--- src/rtl/axil_arb_pkg.sv ---
// axil_arb_pkg: shared FSM state, BRESP codes and counter helpers
// for the AXI4-Lite write arbiter.
package axil_arb_pkg;

  typedef enum logic [1:0] {
    IDLE      = 2'd0,
    ADDR_DATA = 2'd1,
    RESP      = 2'd2
  } state_e;

  localparam logic [1:0] RESP_OKAY   = 2'b00;
  localparam logic [1:0] RESP_SLVERR = 2'b10;
  localparam int         ERR_CNT_W   = 8;

  function automatic logic [ERR_CNT_W-1:0] sat_inc(
    input logic [ERR_CNT_W-1:0] v
  );
    return (&v) ? v : v + 1'b1;
  endfunction

endpackage

--- src/rtl/rr_arbiter.sv ---
// rr_arbiter: combinational round-robin pick, lowest index at or
// above ptr first, then wrapping to index 0.
module rr_arbiter #(
  parameter int N  = 2,
  parameter int IW = 1
) (
  input  logic [N-1:0]  req,
  input  logic [IW-1:0] ptr,
  input  logic          en,
  output logic [N-1:0]  grant,
  output logic [IW-1:0] idx
);

  logic found;

  always_comb begin
    grant = '0;
    idx   = '0;
    found = 1'b0;
    for (int i = 0; i < N; i++) begin
      if (en && !found && req[i] && i >= int'(ptr)) begin
        found    = 1'b1;
        grant[i] = 1'b1;
        idx      = IW'(i);
      end
    end
    for (int i = 0; i < N; i++) begin
      if (en && !found && req[i]) begin
        found    = 1'b1;
        grant[i] = 1'b1;
        idx      = IW'(i);
      end
    end
  end

endmodule

--- src/rtl/axil_write_arbiter.sv ---
// axil_write_arbiter: shares one AXI4-Lite write master among
// NUM_REQ single-beat requesters, one write in flight at a time.
module axil_write_arbiter
  import axil_arb_pkg::*;
#(
  parameter int NUM_REQ            = 2,
  parameter int C_M_AXI_DATA_WIDTH = 32,
  parameter int C_M_AXI_ADDR_WIDTH = 4
) (
  input  logic                            aclk,
  input  logic                            aresetn,
  input  logic [NUM_REQ-1:0]              req_valid,
  input  logic [NUM_REQ*C_M_AXI_ADDR_WIDTH-1:0] req_addr,
  input  logic [NUM_REQ*C_M_AXI_DATA_WIDTH-1:0] req_data,
  output logic [NUM_REQ-1:0]              req_ready,
  output logic [NUM_REQ-1:0]              rsp_valid,
  output logic [1:0]                      rsp_resp,
  output logic [7:0]                      err_count,
  output logic [C_M_AXI_ADDR_WIDTH-1:0]   m_awaddr,
  output logic [2:0]                      m_awprot,
  output logic                            m_awvalid,
  input  logic                            m_awready,
  output logic [C_M_AXI_DATA_WIDTH-1:0]   m_wdata,
  output logic                            m_wvalid,
  input  logic                            m_wready,
  input  logic [1:0]                      m_bresp,
  input  logic                            m_bvalid,
  output logic                            m_bready
);

  localparam int AW = C_M_AXI_ADDR_WIDTH;
  localparam int DW = C_M_AXI_DATA_WIDTH;
  localparam int IW = (NUM_REQ > 1) ? $clog2(NUM_REQ) : 1;

  state_e               state_q, state_d;
  logic [IW-1:0]        ptr_q, ptr_d;
  logic [IW-1:0]        gnt_q, gnt_d;
  logic [AW-1:0]        awaddr_q, awaddr_d;
  logic [DW-1:0]        wdata_q, wdata_d;
  logic                 awvalid_q, awvalid_d;
  logic                 wvalid_q, wvalid_d;
  logic                 bready_q, bready_d;
  logic [NUM_REQ-1:0]   rsp_valid_q, rsp_valid_d;
  logic [1:0]           rsp_resp_q, rsp_resp_d;
  logic [ERR_CNT_W-1:0] err_q, err_d;

  logic [NUM_REQ-1:0] grant;
  logic [IW-1:0]      gidx;
  logic               arb_en;
  logic [AW-1:0]      addr_sel;
  logic [DW-1:0]      data_sel;
  logic               aw_done;
  logic               w_done;

  // No grants while reset is held, so req_ready reads 0 in reset.
  assign arb_en = aresetn && (state_q == IDLE);

  rr_arbiter #(
    .N  (NUM_REQ),
    .IW (IW)
  ) u_arb (
    .req   (req_valid),
    .ptr   (ptr_q),
    .en    (arb_en),
    .grant (grant),
    .idx   (gidx)
  );

  always_comb begin
    addr_sel = '0;
    data_sel = '0;
    for (int i = 0; i < NUM_REQ; i++) begin
      if (grant[i]) begin
        addr_sel = req_addr[i*AW +: AW];
        data_sel = req_data[i*DW +: DW];
      end
    end
  end

  always_comb begin
    state_d     = state_q;
    ptr_d       = ptr_q;
    gnt_d       = gnt_q;
    awaddr_d    = awaddr_q;
    wdata_d     = wdata_q;
    awvalid_d   = awvalid_q;
    wvalid_d    = wvalid_q;
    bready_d    = bready_q;
    rsp_valid_d = '0;
    rsp_resp_d  = rsp_resp_q;
    err_d       = err_q;
    aw_done     = !awvalid_q || m_awready;
    w_done      = !wvalid_q || m_wready;
    unique case (state_q)
      IDLE: begin
        if (|grant) begin
          gnt_d     = gidx;
          ptr_d     = (int'(gidx) == NUM_REQ-1) ? '0
                                                : gidx + 1'b1;
          awaddr_d  = addr_sel;
          wdata_d   = data_sel;
          awvalid_d = 1'b1;
          wvalid_d  = 1'b1;
          state_d   = ADDR_DATA;
        end
      end
      ADDR_DATA: begin
        awvalid_d = !aw_done;
        wvalid_d  = !w_done;
        if (aw_done && w_done) begin
          bready_d = 1'b1;
          state_d  = RESP;
        end
      end
      RESP: begin
        if (m_bvalid && bready_q) begin
          rsp_valid_d[gnt_q] = 1'b1;
          rsp_resp_d         = m_bresp;
          bready_d           = 1'b0;
          if (m_bresp != RESP_OKAY) err_d = sat_inc(err_q);
          state_d = IDLE;
        end
      end
      default: state_d = IDLE;
    endcase
  end

  always_ff @(posedge aclk) begin
    if (!aresetn) begin
      state_q     <= IDLE;
      ptr_q       <= '0;
      gnt_q       <= '0;
      awaddr_q    <= '0;
      wdata_q     <= '0;
      awvalid_q   <= 1'b0;
      wvalid_q    <= 1'b0;
      bready_q    <= 1'b0;
      rsp_valid_q <= '0;
      rsp_resp_q  <= '0;
      err_q       <= '0;
    end else begin
      state_q     <= state_d;
      ptr_q       <= ptr_d;
      gnt_q       <= gnt_d;
      awaddr_q    <= awaddr_d;
      wdata_q     <= wdata_d;
      awvalid_q   <= awvalid_d;
      wvalid_q    <= wvalid_d;
      bready_q    <= bready_d;
      rsp_valid_q <= rsp_valid_d;
      rsp_resp_q  <= rsp_resp_d;
      err_q       <= err_d;
    end
  end

  assign req_ready = grant;
  assign rsp_valid = rsp_valid_q;
  assign rsp_resp  = rsp_resp_q;
  assign err_count = err_q;
  assign m_awaddr  = awaddr_q;
  assign m_awprot  = 3'b000;
  assign m_awvalid = awvalid_q;
  assign m_wdata   = wdata_q;
  assign m_wvalid  = wvalid_q;
  assign m_bready  = bready_q;

endmodule

--- config.mk ---
export PLATFORM = sky130hd
export DESIGN_NAME = axil_write_arbiter
export DESIGN_NICKNAME = d
export VERILOG_FILES = /design/src/rtl/axil_arb_pkg.sv /design/src/rtl/rr_arbiter.sv /design/src/rtl/axil_write_arbiter.sv
export SDC_FILE = /design/constraint.sdc
export NUM_CORES = 1
export LEC_CHECK = 0
export CAP_MARGIN = 20
export CORE_UTILIZATION = 38
export DETAILED_ROUTE_END_ITERATION = 7
export PLACE_DENSITY = 0.81
export SLEW_MARGIN = 5
export SYNTH_ARGS = -nofsm -noshare
export SYNTH_HDL_FRONTEND = slang
export SYNTH_SLANG_ARGS = --single-unit
--- constraint.sdc ---
create_clock -name aclk -period 1.85 [get_ports aclk]
set_input_delay 0.555 -clock aclk [delete_from_list [all_inputs] [get_ports aclk]]
set_output_delay 0.555 -clock aclk [all_outputs]
set_load 0.02 [all_outputs]
# Word-level counts from Yosys, hierarchy flattened
# Index checks and enable logic that the tools add are counted.
word_totals:
  out_inout_bits: 56
  inputBits: 81
  register_bits: 55
  elab_cells: 81
op_classes:
  n_reduce_logical: 34
  n_mux: 25
  order_cmp: 3
  bitwise: 1
  addsub: 2
  eq_ne: 5
op_table:
  columns: ["op", "n"]
  rows:
  - ["two-way mux 32 bit", 2]
  - ["two-way mux 1 bit", 13]
  - ["logical AND 1 bit", 12]
  - ["AND reduction 3 bit", 3]
  - ["adder 8 x 1 -> 8 bit (second input constant)", 1]
  - ["two-way mux 4 bit", 2]
  - ["AND reduction 8 bit", 1]
  - ["logical NOT 1 bit", 7]
  - ["two-way mux 2 bit", 3]
  - ["one-hot mux 1 bit (2 select lines)", 3]
  - ["one-hot mux 2 bit (3 select lines)", 1]
  - ["AND reduction 2 bit", 3]
  - ["nonzero test 2 bit", 3]
  - ["inequality test 2 bit (second input constant)", 2]
  - ["AND reduction 4 bit", 1]
  - ["equality test 2 x 1 -> 1 bit (second input constant)", 1]
  - ["equality test 2 bit (second input constant)", 1]
  - ["logical NOT 2 bit", 1]
  - ["logical OR 1 bit", 2]
  - ["< comparator 1 x 2 -> 1 bit (second input constant)", 1]
  - ["inequality test 2 x 1 -> 1 bit (second input constant)", 1]
  - ["OR reduction 2 bit", 1]
  - ["adder 1 bit (second input constant)", 1]
  - ["demux 1 bit (select 1 bit)", 1]
  - ["other kinds (3)", 3]

# Logic depth before layout (Yosys ltp)
logic_depth:
  ltp_word: 20
  ltp_mapped: 6
  mapped_depth_nobuf: 5

# Cells and area by module
# From an unflattened synthesis, not the netlist that was laid out.
hier_totals:
  cells_unflattened: 269
  hier_area_um2: 2342.2
modules_own_cells:
  columns: ["mod", "cells_per_inst", "instances", "seq_area_each_um2", "area_each_um2"]
  rows:
  - ["axil_write_arbiter", 263, 1, 1101.1, 2316.0]
  - ["rr_arbiter", 6, 1, 0.0, 26.3]

# Worst setup path after synthesis
# No wires, ideal clock.
synth_path:
  path_kind: "input-to-output"
  from: "input port aresetn"
  to: "output port req_ready[0]"
  path_slack_ns: 0.033
  path_stages: 4
  t_arrival_ns: 1.262
  path_buffers: 2
  required_ns: 1.295
  cell_sequence: "nor3b_2 -> and3_1 -> buf_2 -> buf_4"
synth_between:
  elab_chain_cells: 12
synth_lines:
  columns: ["element", "line", "source"]
  rows:
  - ["from (decl)", "axil_write_arbiter.sv:11", "input logic aresetn,"]
  - ["logical AND 1 bit *", "axil_write_arbiter.sv:56", "assign arb_en = aresetn && (state_q == IDLE);"]
  - ["logical AND 1 bit (2 in series)", "rr_arbiter.sv:21", "if (en && !found && req[i] && i >= int'(ptr)) begin"]
  - ["two-way mux 1 bit", "rr_arbiter.sv:21", null]
  - ["logical NOT 1 bit", "rr_arbiter.sv:21", null]
  - ["logical AND 1 bit (2 in series)", "rr_arbiter.sv:21", null]
  - ["two-way mux 1 bit", "rr_arbiter.sv:21", null]
  - ["logical NOT 1 bit", "rr_arbiter.sv:28", "if (en && !found && req[i]) begin"]
  - ["logical AND 1 bit (2 in series)", "rr_arbiter.sv:28", null]
  - ["two-way mux 1 bit *", "rr_arbiter.sv:28", null]
  - ["to (decl)", "axil_write_arbiter.sv:15", "output logic [NUM_REQ-1:0] req_ready,"]
# Mark *: on every way between the ends. The rest lies on a longest branch, timed or not.

# Worst setup path after layout
layout_path:
  from: "register awaddr_q[1], in the netlist m_awaddr[1]"
  to: "output port m_awaddr[1]"
layout_rtl:
  columns: ["element", "line", "source"]
  rows:
  - ["from (decl)", "axil_write_arbiter.sv:38", "logic [AW-1:0] awaddr_q, awaddr_d;"]
  - ["from (signal assigned)", "axil_write_arbiter.sv:145", "awaddr_q <= awaddr_d;"]
  - ["to (decl)", "axil_write_arbiter.sv:19", "output logic [C_M_AXI_ADDR_WIDTH-1:0] m_awaddr,"]
# No word-level cell between the ends.

==> impl_metrics.tcl <==
set metrics [dict create \
    clkPwrFrac_pct 22.2 \
    ir_drop_v 0.000416 \
    critPathKind "reg2out" \
    maxCapViolCount 0 \
    die_x_um 80.4 \
    initial_core_util_pct 39.4 \
    grt_first_pass_wirelength_um 11300 \
    fillers 492 \
    drt.antenna.violating_nets 0 \
    p_sw_mw 0.869 \
    cts_max_level 2 \
    fin_total_pwr_mw 2.89 \
    path_buf_inv 1 \
    clockBufferDepth 2 \
    rows 28 \
    dp_slack_ns -0.821 \
    syn_area_per_cell_um2 8.78 \
    grt_pass1_vias 2429 \
    end_kind "primary output" \
    crit_path_start_kind "flip-flop" \
    nNetsFinal 484 \
    synth_area_leaders "dfxtp_1, a221oi_1, o21ai_0, nor2_1, a21oi_1" \
    pin_count 137 \
    cp_top_family "buffers and inverters" \
    dieHeight_um 80.4 \
    crit_path_top_delay_cell "clkdlybuf4s50_1" \
    vias 2593 \
    drtIter0Drc 106 \
    worstPathArrival_ns 1.26 \
    routed_via_density 5.42 \
    yosysTopAreaCell "dfxtp_1" \
    synth.most_common_cell "dfxtp_1" \
    pwr_density_cell_mw_per_mm2 729 \
    power_frac_comb_pct 31.0 \
    r2r_start "state_q[1]" \
    hpwl_um 5010 \
    yosysWarnings 0 \
    wl_per_cell_um 14.7 \
    min_period_over_period_pct 98.1 \
    reg2reg_slack_ns 0.13 \
    clk_latency_ns 0.30 \
    p_sw_share_pct 30.0 \
    n_antenna_cell 0 \
    slowest_delay_ns 0.61 \
    synth_seq_cells 55 \
    track_usage_pct 22.6 \
    fin_crit_ns 1.82 \
    min-delay-start "gnt_q" \
    coreArea_mm2 0.00592 \
    syn-cell-area_mm2 0.00233 \
    final.setup.worst_slack_ns 0.0344 \
    wirelength_um 7020 \
    synthCells 266 \
    tritoncts "done" \
    fmax_mhz 551 \
    hold_viol_final 0 \
    cts_buffers 5 \
    synth_common_cells "dfxtp_1, nor2_1, o21ai_0" \
    ys.flop_type "dfxtp_1" \
    synth_edf_count 0 \
    drive_above_1_share_pct 10.2 \
    drtPass1Iterations 4 \
    worst_ep_required_time_ns 1.29 \
    skew_ns 0.00791 \
    whs_path_depth 1 \
    area_delta_synth_final_pct 70.0 \
    grt_max_degree 43 \
    yosys.area.top_type_share_pct 47.2 \
    min_to "rsp_valid[0]" \
    slew_viol_final 0 \
    ys_seq_area_share_pct 47.2 \
    synth_cell_types 35 \
    overflow 0 \
    gp_congestion 0.771 \
    cts_sinks 55 \
    p_int_mw 2.02 \
    outcome "finished, final reports clean" \
    crit_chain "clkdlybuf4s50_1" \
    power.share.sequential_pct 46.8 \
    ff2ff_path_depth 5 \
    io_buffers 133 \
    r2r-end "err_count[3]" \
    cts_root_buf "clkbuf_8" \
    antenna_found_initial 0 \
    setup_viol 0 \
    hp-class "reg2reg" \
    synthArstFlopShare_pct 0 \
    route.detailed.drc 0 \
    cts.hold.buffers_added 0 \
    dieArea_mm2 0.00646 \
    power.leakage_nw 1.93 \
    cts.clk_slew.worst_paths_ns 0.10 \
    crit_path_max_fanout 2 \
]
[cell type report]
class	count	area [um2]	share of cell area (%)
Sequential cell	55	1100	27.7
Tap cell	75	93.8	2.36
Timing Repair Buffer	152	1540	38.7
Clock buffer	7	76.3	1.92
Inverter	5	18.8	0.473
Clock inverter	1	5.00	0.126
Multi-Input combinational cell	183	1140	28.6
[worst max-delay path by stage]
stage	slack [ns]	endpoint	startpoint	cells after the start
after global placement	-0.79	req_ready[0]	aresetn	4
after detailed placement	-0.82	req_ready[0]	aresetn	4
after global routing	-0.004	m_awaddr[0]	m_awaddr[0]	1
after floorplan	0.03	req_ready[0]	aresetn	4
final	0.03	m_awaddr[1]	m_awaddr[1]	1
after CTS	0.0005	err_count[5]	m_bvalid	5
[layout by cell type, fill, tap and decap left out, drive strengths merged, types with 3 or more instances in the layout]
cell,instances
o21ai,41
nand2b,3
dlygate4sd2,11
nand2,12
dfxtp,55
clkbuf,7
and3,3
inv,5
mux2i,3
conb,3
nor2,42
o31ai,4
dlymetal6s2s,27
clkdlybuf4s50,92
a21oi,15
buf,22
a221oi,36
or4,5
[layer usage]
layer | track usage (%) | routed length (um) | share of wire (%) | vias up
met5 | 0 | 0 | 0 | -
met4 | 8.21 | 177 | 2.5 | 0
met3 | 5.80 | 460 | 6.6 | 18
met2 | 39.6 | 3660 | 52 | 100
met1 | 26.3 | 2720 | 39 | 1220
li1 | - | - | - | 1255
[state kept, by name (all words and copies together), names as in the netlist]
signal	flops
ptr_q	1
m_wdata	32
gnt_q	1
m_bready	1
err_count	8
rsp_valid	2
rsp_resp	2
m_awaddr	4
m_wvalid	1
state_q	2
m_awvalid	1
[power by group through the flow]
stage	clock, mW	sequential [mW]	combinational, mW
4_1_cts	0.655	1.36	0.915
6_report	0.643	1.35	0.895
3_5_place_dp	0	1.38	0.904
2_1_floorplan	0	1.50	0.290
5_1_grt	0.719	1.37	0.975
3_3_place_gp	0	1.37	0.893
[stage by stage]
stage / area (um2) / hold WS (ns) / std cells / setup TNS, ns / utilization, %
after floorplan: 2340 / 0.403 / 268 / 0 / -
after global placement: 3790 / 0.433 / 469 / -14.82 / 64.0
after detailed placement: 3790 / 0.445 / 469 / -18.12 / 64.0
after CTS: 3880 / 0.462 / 478 / 0 / 65.5
after global routing: 3970 / 0.493 / 478 / -0.00612 / 67.0
final: 3970 / 0.462 / 478 / 0 / 67.0
[kinds of logic after synthesis]
kind of cell | after synthesis | synth area share, %
and+or+nand+nor | 76 | 15.3
buffers and inverters | 30 | 6.38
muxes | 3 | 1.29
DFF | 55 | 47.2
AOI/OAI and AO/OA | 100 | 29.2
other | 1 | 0.161
adders and majority gates | 1 | 0.536
[repair_timing]
action | CTS | global route
gates resized for setup | 31 | 33
endpoints found under the setup margin | 49 | 30
buffers inserted | 1 | 0
pin swaps | 2 | 4
Note: power is estimated with default switching activity, not from simulation.
